### src/rtl/arbiter_types.sv
// Shared types for the instruction/data memory arbiter: FSM states, grant
// identity and the captured request bundle.
package arbiter_types;

  typedef enum logic [1:0] {
    IDLE,
    SERVE_I,
    SERVE_D
  } arb_state_t;

  typedef enum logic {
    GRANT_I,
    GRANT_D
  } arb_grant_t;

  typedef struct packed {
    logic [31:0] addr;
    logic        rd;
    logic        wr;
    logic [3:0]  wmask;
    logic [31:0] wdata;
  } arb_req_t;

endpackage

### src/rtl/arb_req_reg.sv
// Capture register for the granted request bundle (address, rd/wr, wmask,
// wdata); loads only when a grant is issued.
module arb_req_reg
  import arbiter_types::*;
(
  input  logic     clk,
  input  logic     rst,
  input  logic     load_i,
  input  arb_req_t req_i,
  output arb_req_t req_o
);

  arb_req_t req_q;

  always_ff @(posedge clk or posedge rst) begin
    if (rst) begin
      req_q <= '0;
    end else if (load_i) begin
      req_q <= req_i;
    end
  end

  assign req_o = req_q;

endmodule

### src/rtl/mem_arbiter.sv
// Two-master (imem/dmem) to single-port memory arbiter. The granted request
// is captured and replayed to memory until mem_resp; response is same-cycle.
module mem_arbiter
  import arbiter_types::*;
#(
  parameter int FAIR = 1
) (
  input  logic        clk,
  input  logic        rst,
  input  logic [31:0] imem_address,
  input  logic        imem_read,
  output logic [31:0] imem_rdata,
  output logic        imem_resp,
  input  logic [31:0] dmem_address,
  input  logic        dmem_read,
  input  logic        dmem_write,
  input  logic [3:0]  dmem_wmask,
  input  logic [31:0] dmem_wdata,
  output logic [31:0] dmem_rdata,
  output logic        dmem_resp,
  output logic [31:0] mem_address,
  output logic        mem_read,
  output logic        mem_write,
  output logic [3:0]  mem_wmask,
  output logic [31:0] mem_wdata,
  input  logic [31:0] mem_rdata,
  input  logic        mem_resp
);

  arb_state_t state_q;
  arb_grant_t last_grant_q;
  arb_grant_t grant;
  logic       grant_v;
  logic       i_req;
  logic       d_req;
  arb_req_t   req_d;
  arb_req_t   req_q;

  always_comb begin
    i_req   = imem_read;
    d_req   = dmem_read | dmem_write;
    grant_v = (state_q == IDLE) && (i_req || d_req);
    grant   = GRANT_I;
    if (i_req && d_req) begin
      if (FAIR != 0) begin
        grant = (last_grant_q == GRANT_I) ? GRANT_D : GRANT_I;
      end else begin
        grant = GRANT_D;
      end
    end else if (d_req) begin
      grant = GRANT_D;
    end

    req_d = '0;
    if (grant == GRANT_D) begin
      // Simultaneous read+write from dmem is issued as a write only.
      req_d.addr  = dmem_address;
      req_d.wr    = dmem_write;
      req_d.rd    = dmem_read & ~dmem_write;
      req_d.wmask = dmem_wmask;
      req_d.wdata = dmem_wdata;
    end else begin
      req_d.addr = imem_address;
      req_d.rd   = 1'b1;
    end
  end

  arb_req_reg u_req_reg (
    .clk    (clk),
    .rst    (rst),
    .load_i (grant_v),
    .req_i  (req_d),
    .req_o  (req_q)
  );

  always_ff @(posedge clk or posedge rst) begin
    if (rst) begin
      state_q      <= IDLE;
      last_grant_q <= GRANT_I;
    end else begin
      case (state_q)
        IDLE: begin
          if (grant_v) begin
            state_q      <= (grant == GRANT_D) ? SERVE_D : SERVE_I;
            last_grant_q <= grant;
          end
        end
        SERVE_I, SERVE_D: begin
          if (mem_resp) begin
            state_q <= IDLE;
          end
        end
        default: state_q <= IDLE;
      endcase
    end
  end

  // Memory side replays only the captured request; strobes vanish outside service.
  assign mem_address = req_q.addr;
  assign mem_wmask   = req_q.wmask;
  assign mem_wdata   = req_q.wdata;
  assign mem_read    = (state_q != IDLE) & req_q.rd;
  assign mem_write   = (state_q != IDLE) & req_q.wr;

  assign imem_resp   = (state_q == SERVE_I) & mem_resp;
  assign dmem_resp   = (state_q == SERVE_D) & mem_resp;
  assign imem_rdata  = imem_resp ? mem_rdata : '0;
  assign dmem_rdata  = dmem_resp ? mem_rdata : '0;

endmodule

### config.mk
export PLATFORM = sky130hd
export DESIGN_NAME = mem_arbiter
export DESIGN_NICKNAME = d
export VERILOG_FILES = /design/src/rtl/arbiter_types.sv /design/src/rtl/arb_req_reg.sv /design/src/rtl/mem_arbiter.sv
export SDC_FILE = /design/constraint.sdc
export NUM_CORES = 1
export LEC_CHECK = 0
export CAP_MARGIN = 20
export CORE_ASPECT_RATIO = 1.2
export CORE_MARGIN = 2
export CORE_UTILIZATION = 37
export DETAILED_ROUTE_END_ITERATION = 10
export PLACE_DENSITY = 0.86
export REMOVE_ABC_BUFFERS = 1
export SYNTH_ARGS = -nofsm -noshare
export SYNTH_HDL_FRONTEND = slang
export SYNTH_SLANG_ARGS = --single-unit
### constraint.sdc
create_clock -name clk -period 2.68 [get_ports clk]
set_input_delay 0.268 -clock clk [delete_from_list [all_inputs] [get_ports clk]]
set_output_delay 0.268 -clock clk [all_outputs]
set_load 0.02 [all_outputs]
# Word-level counts from Yosys, hierarchy flattened
# Cells that the tools add are included.
# classes
n_addsub	0
n_mul	0
div	0
order_cmp	0
eq_ne	4
n_shift	0
muxes	11
n_bitwise	7
reduce_logical	8
# ops
cell	n
$mux 32	2
$mux 37	1
$mux 33	1
$mux 2	3
$and 1x1->1	5
$ne 2x2->1 const B	2
$pmux 2 s2	1
$reduce_and 2->1	2
$mux 1	3
$eq 2x1->1 const B	1
$eq 2x2->1 const B	1
$logic_and 1x1->1	2
$logic_not 2->1	1
$reduce_bool 2->1	1
$reduce_or 2->1	1
$logic_or 1x1->1	1
$not 1->1	1
$or 1x1->1	1
# word_totals
regBits	73
latchBits	0
mem_bits_rw	0
romBits	0
input_bits	138
output_inout_bits	136
elab_cells	37
n_memories	0

# Longest topological paths before layout
# logic_depth
word_depth	6
ltp_mapped	7
mapped_depth_nobuf	5

# Modules after synthesis
# From an unflattened synthesis, not the netlist that was laid out.
# unflattened
hier_cells	329
hier_area_um2	4444.3
# modules_own_cells
module	instances	cells_per_inst	area_per_inst_um2	seq_area_each_um2
arb_req_reg	1	149	2957.8	1751.7
mem_arbiter	1	180	1486.4	75.1

# Worst setup path after synthesis
# Ideal clock, no wire load.
# synth_path
path_kind	register -> register
start	register state_q[0]
end	register, netlist name u_req_reg.req_o[36]
setup_ps	131
arrival_time_ps	1330
required_ps	2549
path_slack_ps	1219
path_stages_with_launch	6
synth_period_minus_slack_ps	1461
path_cell_list	dfrtp_1 > inv_1 > ha_1 > buf_2 > nor2b_1 > or3_1
# synth_via
elab_chain_cells	2
# synth_rtl
element	line	source
from (decl)	mem_arbiter.sv:30	arb_state_t state_q;
from (signal assigned)	mem_arbiter.sv:84	state_q <= (grant == GRANT_D) ? SERVE_D : SERVE_I;
$logic_not 2->1	mem_arbiter.sv:42	grant_v = (state_q == IDLE) && (i_req || d_req);
$logic_and 1x1->1	mem_arbiter.sv:42	
# Every way passes these cells.
# A chain may end at the register's enable or synchronous reset.

# Final worst setup path
# layout_path
start	register state_q[0]
end	output dmem_rdata[17]
# layout_via
elab_chain_cells	3
# layout_rtl
element	line	source
$eq 2x2->1	mem_arbiter.sv:106	assign dmem_resp = (state_q == SERVE_D) & mem_resp;
$and 1x1->1	mem_arbiter.sv:106	
$mux 32	mem_arbiter.sv:108	assign dmem_rdata = dmem_resp ? mem_rdata : '0;
to (decl)	mem_arbiter.sv:19	output logic [31:0] dmem_rdata,
# Every way passes these cells.

==> flow_results.xml <==
<?xml version="1.0" encoding="UTF-8"?>
<metrics>
  <group name="synthesis">
    <metric name="yosysSeqAreaShare" unit="%">43.7</metric>
    <metric name="synthFlopType" unit="">dfrtp_1</metric>
    <metric name="syn_area_per_cell" unit="µm²">8.97</metric>
    <metric name="async_set_reset_flop_share_out_of_synthesis" unit="%">100</metric>
    <metric name="synthesis.area" unit="µm²">4180</metric>
    <metric name="post_synth_main_area_contributors" unit="">dfrtp_1, buf_4, and3_1</metric>
    <metric name="synth_commonest_cells" unit="">nand2_1, buf_4, dfrtp_1, and3_1, o21ai_0</metric>
    <metric name="synth-edff-count" unit="">0</metric>
    <metric name="synth_warnings" unit="">0</metric>
    <metric name="synth.distinct_cells" unit="">25</metric>
    <metric name="synth-seq-cells" unit="">73</metric>
    <metric name="synth_cells" unit="">466</metric>
    <metric name="synthDominantAreaCellType" unit="">dfrtp_1</metric>
    <metric name="top_cell_type_s_share_of_synthesized_area" unit="%">43.7</metric>
    <metric name="synth.most_common_cell" unit="">nand2_1</metric>
  </group>
  <group name="power_and_ir_drop">
    <metric name="worst_ir_drop_vdd" unit="V">0.000659</metric>
    <metric name="power.combinational.fraction" unit="%">56.1</metric>
    <metric name="power.switching" unit="mW">2.87</metric>
    <metric name="internal_power" unit="mW">4.19</metric>
    <metric name="cellPowerDensity" unit="nW/µm²">1040</metric>
    <metric name="reported_leakage_power" unit="nW">3.10</metric>
    <metric name="switching_share" unit="%">40.7</metric>
    <metric name="clock_power_share" unit="%">16.2</metric>
    <metric name="sequentialPowerShare" unit="%">27.7</metric>
  </group>
  <group name="route">
    <metric name="remaining_drcs" unit="">0</metric>
    <metric name="dr.pass1.iters" unit="">6</metric>
    <metric name="detail_route.wl_per_cell" unit="µm">15.5</metric>
    <metric name="postRouteAntennaNets" unit="">0</metric>
    <metric name="finalWirelength" unit="mm">12.3</metric>
    <metric name="vias_after_detailed_routing" unit="">3804</metric>
    <metric name="detail_route.vias_per_cell" unit="">4.80</metric>
    <metric name="initial_detailed_routing_violation_count" unit="">107</metric>
  </group>
  <group name="setup_path">
    <metric name="rrSetupSlack" unit="ps">780</metric>
    <metric name="critical-path-max-stage-delay" unit="ps">600</metric>
    <metric name="regToRegStartpoint" unit="">state_q[0]</metric>
    <metric name="cp.arrival" unit="ps">2010</metric>
    <metric name="setup.worst_path.start_class" unit="">flip-flop</metric>
    <metric name="timing.critical_path.buf_inv" unit="">3</metric>
    <metric name="crit_fanout" unit="">33</metric>
    <metric name="timing.critical_path.max_delay_family" unit="">buffers and inverters</metric>
    <metric name="end_kind" unit="">primary output</metric>
    <metric name="critPathRequiredTime" unit="ps">2410</metric>
    <metric name="r2r-end" unit="">u_req_reg.req_o[39]</metric>
    <metric name="worst_path_cell_chain" unit="">inv_1, ha_1, buf_4, and3_1, clkdlybuf4s50_1</metric>
    <metric name="worst-r2r-cell-count" unit="">7</metric>
    <metric name="crit_slowest_cell" unit="">clkdlybuf4s50_1</metric>
    <metric name="classification_of_the_worst_setup_path" unit="">reg -&gt; out</metric>
  </group>
  <group name="global_route">
    <metric name="grt_pass1_vias" unit="">3718</metric>
    <metric name="maximum_number_of_pins_on_one_net_before_global_route_repair" unit="">119</metric>
    <metric name="antenna_found_initial" unit="">1</metric>
    <metric name="first_pass_grt_wire_length" unit="mm">18.7</metric>
    <metric name="grt_use_total" unit="%">19.8</metric>
    <metric name="global_route.overflow_total" unit="">0</metric>
  </group>
  <group name="clocking">
    <metric name="cts_tree" unit="">built</metric>
    <metric name="cts-htree-levels" unit="">3</metric>
    <metric name="clock_tree_root_buffer_cell" unit="">clkbuf_16</metric>
    <metric name="cts-resized-gates" unit="">0</metric>
    <metric name="worstSkewPairLatency" unit="ps">320</metric>
    <metric name="cts.sinks" unit="">73</metric>
    <metric name="cts_setup_buffers" unit="">0</metric>
    <metric name="clockBufferDepth" unit="">2</metric>
    <metric name="clk_pin_slew" unit="ps">60</metric>
    <metric name="tritoncts.num_buffers" unit="">9</metric>
    <metric name="postCtsHoldBufs" unit="">0</metric>
  </group>
  <group name="floorplanning">
    <metric name="ios" unit="">274</metric>
    <metric name="dieHeight" unit="µm">120</metric>
    <metric name="dieWidth" unit="µm">101</metric>
    <metric name="core_region_area" unit="µm²">11000</metric>
    <metric name="floorplan.initialDensity" unit="%">37.9</metric>
    <metric name="floorplan.die_area" unit="µm²">12200</metric>
    <metric name="placementRows" unit="">42</metric>
  </group>
  <group name="sta">
    <metric name="final_period_minus_worst_setup_slack" unit="ps">2280</metric>
    <metric name="skew" unit="ps">7.50</metric>
    <metric name="hold_viol" unit="">0</metric>
    <metric name="report.final.slew_viol_count" unit="">0</metric>
    <metric name="final-setup-viol-count" unit="">0</metric>
    <metric name="final_min_period_over_clock_period" unit="%">84.9</metric>
    <metric name="summed_negative_setup_slack_over_all_endpoints" unit="ps">0</metric>
    <metric name="layout_setup_ws" unit="ps">404</metric>
    <metric name="slew-limit-headroom" unit="%">61.6</metric>
    <metric name="rsz0062_at_grt" unit="">false</metric>
    <metric name="max_slew.worst_pin.slew" unit="ps">576</metric>
    <metric name="clock.fmax" unit="GHz">0.439</metric>
  </group>
  <group name="placed_design">
    <metric name="place.detailed.instances" unit="">776</metric>
    <metric name="hpwl" unit="mm">9.60</metric>
    <metric name="globalplace.congestion" unit="">0.794</metric>
    <metric name="placement_stage_worst_setup_slack" unit="ps">479</metric>
    <metric name="placement.io_buffers" unit="">273</metric>
  </group>
  <group name="job">
    <metric name="drv.max_cap_violation_count" unit="">0</metric>
  </group>
  <group name="layout">
    <metric name="drive_above_1_share" unit="%">3.95</metric>
    <metric name="area_growth" unit="%">61.7</metric>
    <metric name="final_nets" unit="">796</metric>
    <metric name="final_cell_count_without_fillers" unit="">792</metric>
  </group>
  <group name="run_status">
    <metric name="outcome" unit="">completed</metric>
  </group>
  <group name="hold_path">
    <metric name="hold_class" unit="">in -&gt; async</metric>
  </group>
</metrics>
## registers in the layout (all words and copies together) (netlist names)
register,cells
u_req_reg.req_o,70
state_q,2
last_grant_q,1
## placed cells by master (no fill, tap or decap), drive strengths merged, types with 2 or more instances in the layout
cell,netlist,final
nor3,3,3
nand2,97,97
inv,3,3
mux2i,32,32
nor2b,3,3
ha,3,3
a21o,2,2
and3,64,64
a22o,2,2
a32o,4,4
dfrtp,73,73
nor2,3,3
buf,85,9
clkinv,0,3
clkdlybuf4s50,0,273
o21ai,64,64
a21oi,2,2
clkbuf,19,11
and2,2,2
## worst reg2reg max path: stages, from the launching register on
cell	delay (ps)
dfrtp_1	390
inv_1	90
ha_1	450
o31ai_4	150
buf_12	250
buf_4	300
nand2_1	70
o21ai_0	70
## final cells by class
class	count	area, µm²
Antenna cell	1	2.50
Clock buffer	11	233
Clock inverter	4	45.0
Fill cell	939	4280
Inverter	3	11.3
Multi-Input combinational cell	286	1650
Sequential cell	73	1830
Tap cell	132	165
Timing Repair Buffer	282	2830
## worst max path at each step
stage | depth (start not counted) | to | start | slack (ps)
finish | 5 | dmem_rdata[17] | state_q[0] | 400
global route | 5 | imem_rdata[9] | state_q[1] | 290
CTS | 5 | dmem_rdata[17] | state_q[0] | 380
detailed placement | 4 | dmem_rdata[17] | mem_resp | 480
global placement | 4 | dmem_rdata[17] | mem_resp | 490
floorplan | 3 | u_req_reg.req_o[39] | last_grant_q | -470
## cell families after synthesis
family | after synthesis | share of synthesized area [%]
AND/OR/NAND/NOR | 175 | 20.1
buffers and inverters | 107 | 17.1
AO/OA/AOI/OAI | 76 | 10.5
flip-flops | 73 | 43.7
multiplexers | 32 | 7.66
adder cells (fa/ha/maj) | 3 | 0.898
## metal layers
metal	vias to the layer above	global-route usage (%)	part of all wire, %
met5	-	0	0
met4	0	8.36	2.3
met3	17	7.57	11
met2	198	34.1	49
met1	1716	21.7	38
li1	1873	-	-
## power by group through the flow
stage | sequential, mW | combinational (mW) | clock (mW)
after global routing | 2.03 | 4.28 | 1.22
after global placement | 1.93 | 3.90 | 0
after detailed placement | 1.97 | 3.99 | 0
final | 1.95 | 3.96 | 1.14
after CTS | 1.96 | 4.00 | 1.17
after floorplan | 2.57 | 1.42 | 0
## stage by stage
| step | utilization [%] | total power [mW] | hold WS, ps | cell area, µm² |
|---|---|---|---|---|
| detailed placement | 58.7 | 5.96 | 470 | 6480 |
| global placement | 58.7 | 5.83 | 461 | 6480 |
| floorplan | - | 3.98 | 395 | 3480 |
| CTS | 61.2 | 7.14 | 376 | 6760 |
| finish | 61.2 | 7.06 | 351 | 6760 |
| global route | 61.2 | 7.53 | 391 | 6760 |
Note: power is estimated with default switching activity, not from simulation.
